File: config.mk
export PLATFORM = sky130hd
export DESIGN_NAME = ysyx_22041461_mem_arbiter
export DESIGN_NICKNAME = d
export VERILOG_FILES = /design/src/rtl/ysyx_22041461_mem_arbiter.sv
export SDC_FILE = /design/constraint.sdc
export NUM_CORES = 1
export LEC_CHECK = 0
export ABC_AREA = 1
export CAP_MARGIN = 10
export CORE_AREA = 2 2 208 210
export CTS_CLUSTER_DIAMETER = 150
export DETAILED_ROUTE_END_ITERATION = 7
export DIE_AREA = 0 0 210 212
export GPL_TIMING_DRIVEN = 0
export PLACE_DENSITY = 0.44
export SLEW_MARGIN = 25
export SYNTH_ARGS = -nofsm -noshare
export SYNTH_HDL_FRONTEND = slang
export SYNTH_SLANG_ARGS = --single-unit
File: constraint.sdc
create_clock -name clk -period 4 [get_ports clk]
set_clock_uncertainty 0.15 [all_clocks]
set_input_delay 0.8 -clock clk [delete_from_list [all_inputs] [get_ports clk]]
set_output_delay 0.8 -clock clk [all_outputs]
set_load 0.01 [all_outputs]
File: src/rtl/ysyx_22041461_mem_arbiter.sv
// Single-port memory arbiter between ICACHE refill and DCACHE miss/write paths.
// Optional YSYX_22041461_ARB_DC_PRIO_EN: DCACHE wins every tie (fixed priority).
module ysyx_22041461_mem_arbiter #(
    parameter int ADDR_W = 64,
    parameter int DATA_W = 64,
    parameter int MASK_W = 8
) (
    input  logic              clk,
    input  logic              rst,
    input  logic              ic_req_valid,
    output logic              ic_req_ready,
    input  logic [ADDR_W-1:0] ic_addr,
    output logic              ic_resp_valid,
    output logic [DATA_W-1:0] ic_rdata,
    input  logic              dc_req_valid,
    output logic              dc_req_ready,
    input  logic [ADDR_W-1:0] dc_addr,
    input  logic              dc_wen,
    input  logic [DATA_W-1:0] dc_wdata,
    input  logic [MASK_W-1:0] dc_mask,
    output logic              dc_resp_valid,
    output logic [DATA_W-1:0] dc_rdata,
    output logic              mem_req_valid,
    input  logic              mem_req_ready,
    output logic [ADDR_W-1:0] mem_addr,
    output logic              mem_wen,
    output logic [DATA_W-1:0] mem_wdata,
    output logic [MASK_W-1:0] mem_mask,
    input  logic              mem_resp_valid,
    input  logic [DATA_W-1:0] mem_rdata
);

    typedef enum logic [1:0] {
        S_IDLE,
        S_ISSUE,
        S_WAIT
    } state_t;

    localparam logic OWN_IC = 1'b0;
    localparam logic OWN_DC = 1'b1;

    state_t            r_state;
    logic              r_owner;
    logic              r_last_grant;
    logic [ADDR_W-1:0] r_mem_addr;
    logic              r_mem_wen;
    logic [DATA_W-1:0] r_mem_wdata;
    logic [MASK_W-1:0] r_mem_mask;

    logic w_idle;
    logic w_gnt_ic;
    logic w_gnt_dc;
    logic w_resp;

`ifdef YSYX_22041461_ARB_DC_PRIO_EN
    assign w_gnt_ic = ic_req_valid & ~dc_req_valid;
`else
    // On a tie, IC wins only if DC was served last.
    assign w_gnt_ic = ic_req_valid & (~dc_req_valid | (r_last_grant == OWN_DC));
`endif
    assign w_gnt_dc = dc_req_valid & ~w_gnt_ic;

    // Outputs are gated by rst so nothing is handshaken during reset.
    assign w_idle        = (r_state == S_IDLE) & ~rst;
    assign ic_req_ready  = w_idle & w_gnt_ic;
    assign dc_req_ready  = w_idle & w_gnt_dc;
    assign mem_req_valid = (r_state == S_ISSUE) & ~rst;
    assign w_resp        = (r_state == S_WAIT) & mem_resp_valid & ~rst;
    assign ic_resp_valid = w_resp & (r_owner == OWN_IC);
    assign dc_resp_valid = w_resp & (r_owner == OWN_DC);
    assign ic_rdata      = mem_rdata;
    assign dc_rdata      = mem_rdata;
    assign mem_addr      = r_mem_addr;
    assign mem_wen       = r_mem_wen;
    assign mem_wdata     = r_mem_wdata;
    assign mem_mask      = r_mem_mask;

    always_ff @(posedge clk) begin
        if (rst) begin
            r_state      <= S_IDLE;
            r_owner      <= OWN_IC;
            r_last_grant <= OWN_DC;
            r_mem_addr   <= '0;
            r_mem_wen    <= 1'b0;
            r_mem_wdata  <= '0;
            r_mem_mask   <= '0;
        end else begin
            unique case (r_state)
                S_IDLE: begin
                    if (w_gnt_ic) begin
                        r_owner      <= OWN_IC;
                        r_last_grant <= OWN_IC;
                        r_mem_addr   <= ic_addr;
                        r_mem_wen    <= 1'b0;
                        r_mem_wdata  <= '0;
                        r_mem_mask   <= '1;
                        r_state      <= S_ISSUE;
                    end else if (w_gnt_dc) begin
                        r_owner      <= OWN_DC;
                        r_last_grant <= OWN_DC;
                        r_mem_addr   <= dc_addr;
                        r_mem_wen    <= dc_wen;
                        r_mem_wdata  <= dc_wdata;
                        r_mem_mask   <= dc_mask;
                        r_state      <= S_ISSUE;
                    end
                end
                S_ISSUE: begin
                    if (mem_req_ready) begin
                        r_state <= S_WAIT;
                    end
                end
                S_WAIT: begin
                    if (mem_resp_valid) begin
                        r_state <= S_IDLE;
                    end
                end
                default: r_state <= S_IDLE;
            endcase
        end
    end

endmodule

==> flow_metrics.py <==
metrics = {
    "detailed_routing": {
        "viasPerCell": 3.91,
        "drc": 0,
        "dr_total_vias": 8196,
        "drt_first_pass_iters": 5,
        "wire_per_inst_um": 16.3,
        "drt_iter0_markers": 372,
        "ant_nets": 0,
        "routed_wl_um": 34100,
    },
    "placement": {
        "dpl.hpwl_um": 27400,
        "place_congestion": 0.873,
        "place_inst": 2063,
        "portBuffers": 475,
        "post_dp_cell_area_um2": 12600,
    },
    "setup_path": {
        "crit_fanout": 19,
        "critPathLaunch": "dc_req_valid",
        "worstSetupEndpointType": "output pin",
        "crit_type": "primary input to output pin",
        "crit_required_ns": 3.05,
        "r2r_start": "r_state[1]",
        "reg2reg_depth": 8,
        "critPathLaunchType": "primary input",
        "worstPathArrival_ns": 2.54,
    },
    "sta": {
        "timing_max_transition_violations_final": 0,
        "max_freq_ghz": 0.286,
        "grt_setup_unrepaired": "false",
        "slew_headroom": 0.508,
        "hold_viol": 0,
        "worst_slew_pin_slew_ns": 0.737,
        "finalCritPeriodShare": 0.873,
        "finalSetupViolCount": 0,
        "period_minus_slack_ns": 3.49,
    },
    "floorplanning": {
        "die_w_um": 210,
        "pin_count": 541,
        "fp-row-count": 76,
        "die_h_um": 212,
        "core_area_um2": 42500,
        "dieArea_um2": 44500,
        "start_util": 0.169,
    },
    "power_and_ir_drop": {
        "pwr-share-clk": 0.361,
        "power_frac_seq": 0.340,
        "internal-power_w": 0.00329,
        "p_switching_w": 0.00145,
        "power_frac_comb": 0.299,
        "p_leak_nw": 5.74,
        "netSwitchingFraction": 0.306,
        "power_density_nw_per_um2": 358,
        "peakVddDrop_v": 0.000243,
    },
    "global_routing": {
        "grt_overflow": 0,
        "antenna_found_initial": 5,
        "grt_use_total": 0.148,
        "grt_pass1_vias": 7760,
        "grt_pass1_wl_um": 48400,
        "grt_max_degree": 20,
    },
    "synth": {
        "synth_top_area_share": 0.394,
        "synth_top_area_cell": "dfxtp_1",
        "yosysSeqAreaShare": 0.394,
        "synth_cell_types": 15,
        "synth_area_per_cell_um2": 6.88,
        "synth.cell_area_um2": 7170,
        "async_reset_ff_frac": 0,
        "ys_warn_count": 0,
        "synth-seq-cells": 141,
        "synth-main-ff-cell": "dfxtp_1",
        "yosysMostFrequentCell": "nand2_1",
        "syn-num-nets": 1313,
        "syn_inst": 1042,
        "yosys-top-cells-area": "dfxtp_1 39%, buf_4 14%, nand3_1 14%",
        "synthTopCellsByCount": "203 x nand2_1, 194 x nand3_1, 141 x dfxtp_1, 135 x inv_1, 131 x buf_4",
        "synth_edf_count": 0,
    },
    "cells_and_area": {
        "fin_area_um2": 13200,
        "drive_above_1_share": 0.129,
        "finalNonFillerCells": 2096,
        "fillers": 4615,
        "syn_to_final_growth_pct": 84.5,
        "finalNetCount": 1806,
    },
    "clock_tree": {
        "clk_pin_slew_ns": 0.06,
        "clockRootBuffer": "clkbuf_16",
        "cts_setup_buffers": 0,
        "clk_latency_ns": 0.44,
        "cts_buffers": 17,
        "cts_tree": "built",
        "hold_buffers": 0,
        "cts.sinks": 141,
        "clockBufferDepth": 2,
        "post_cts_resized": 2,
        "htreeDepth": 4,
    },
    "job": {
        "drv_cap": 0,
    },
    "outcome": {
        "status": "finished, final reports clean",
    },
    "worst_hold_path": {
        "min_path_cells": 2,
        "hp-class": "register to register",
        "holdCritStartpoint": "mem_wdata[3]",
    },
}
[worst max-delay path, stage by stage]
cell             delay, ns
clkdlybuf4s50_1       0.47
nand2_1               0.12
nand2_2               0.17
buf_6                 0.25
nor2_1                0.13
clkdlybuf4s50_1       0.58
[sequential cells by signal, indices dropped and copies added (netlist names)]
| signal | cells |
|---|---|
| mem_wdata | 64 |
| r_last_grant | 1 |
| r_state | 2 |
| r_owner | 1 |
| mem_wen | 1 |
| mem_mask | 8 |
| mem_addr | 64 |
[stage by stage]
| step | power, W | util | hold WS, ns | worst slack [ns] | TNS [ns] |
|---|---|---|---|---|---|
| floorplan | 0.00226 | - | 0.308 | 1.53 | 0 |
| global placement | 0.00308 | 0.297 | 0.303 | -0.479 | -0.532 |
| detailed placement | 0.00309 | 0.297 | 0.307 | -0.515 | -0.596 |
| CTS | 0.00485 | 0.311 | 0.317 | 0.00194 | 0 |
| global route | 0.00501 | 0.311 | 0.329 | 0.339 | 0 |
| finish | 0.00474 | 0.311 | 0.316 | 0.508 | 0 |
[cell type report]
cell class,count,area (um2),area share
tap,546,683,0.0516
clock inverter,15,186,0.0141
multi-input combinational,565,2550,0.193
antenna,2,5.00,0.000378
clock buffer,17,425,0.0322
inverter,135,507,0.0383
buffer,200,1290,0.0975
timing repair buffer,475,4760,0.360
sequential,141,2820,0.213
[cells by family (layout without fill, tap and decap cells)]
group | after synthesis | in the layout | share of synthesized area
and+or+nand+nor | 424 | 424 | 0.256
buffers and inverters | 336 | 842 | 0.251
AOI/OAI and AO/OA | 141 | 141 | 0.0996
DFF | 141 | 141 | 0.394
other | 0 | 2 | 0
[power groups by stage]
stage,combinational (W),clock (W),sequential (W)
after floorplan,0.000563,0,0.00170
after global placement,0.00145,0,0.00164
after detailed placement,0.00144,0,0.00164
after CTS,0.00145,0.00179,0.00161
after global routing,0.00155,0.00183,0.00163
final,0.00142,0.00171,0.00161
[layout by cell type, fill, tap and decap left out, drive strengths merged]
| master | instances |
|---|---|
| o21a | 1 |
| dfxtp | 141 |
| inv | 139 |
| a22o | 1 |
| bufinv | 3 |
| nand2 | 203 |
| clkinv | 7 |
| dlymetal6s2s | 1 |
| diode | 2 |
| clkinvlp | 1 |
| clkdlybuf4s50 | 474 |
| buf | 173 |
| nor2 | 27 |
| o211ai | 1 |
| a21oi | 130 |
| clkbuf | 44 |
| o21ai | 8 |
| nand3 | 194 |
[final timing paths]
kind,endpoint,slack [ns]
setup reg to reg,mem_addr[30],2.07
setup / recovery,ic_req_ready,0.51
hold / removal,mem_wdata[3],0.32
hold reg to reg,mem_wdata[3],0.32
[metal layers]
metal  up-vias  global-route usage  routed length [um]
met4         8              0.0342                 267
met5         -                   0                  59
met2       339               0.260               16800
met3        21              0.0696                3470
met1      3681               0.161               13400
li1       4147                   -                   -
Power figures use the tool's default switching activity.
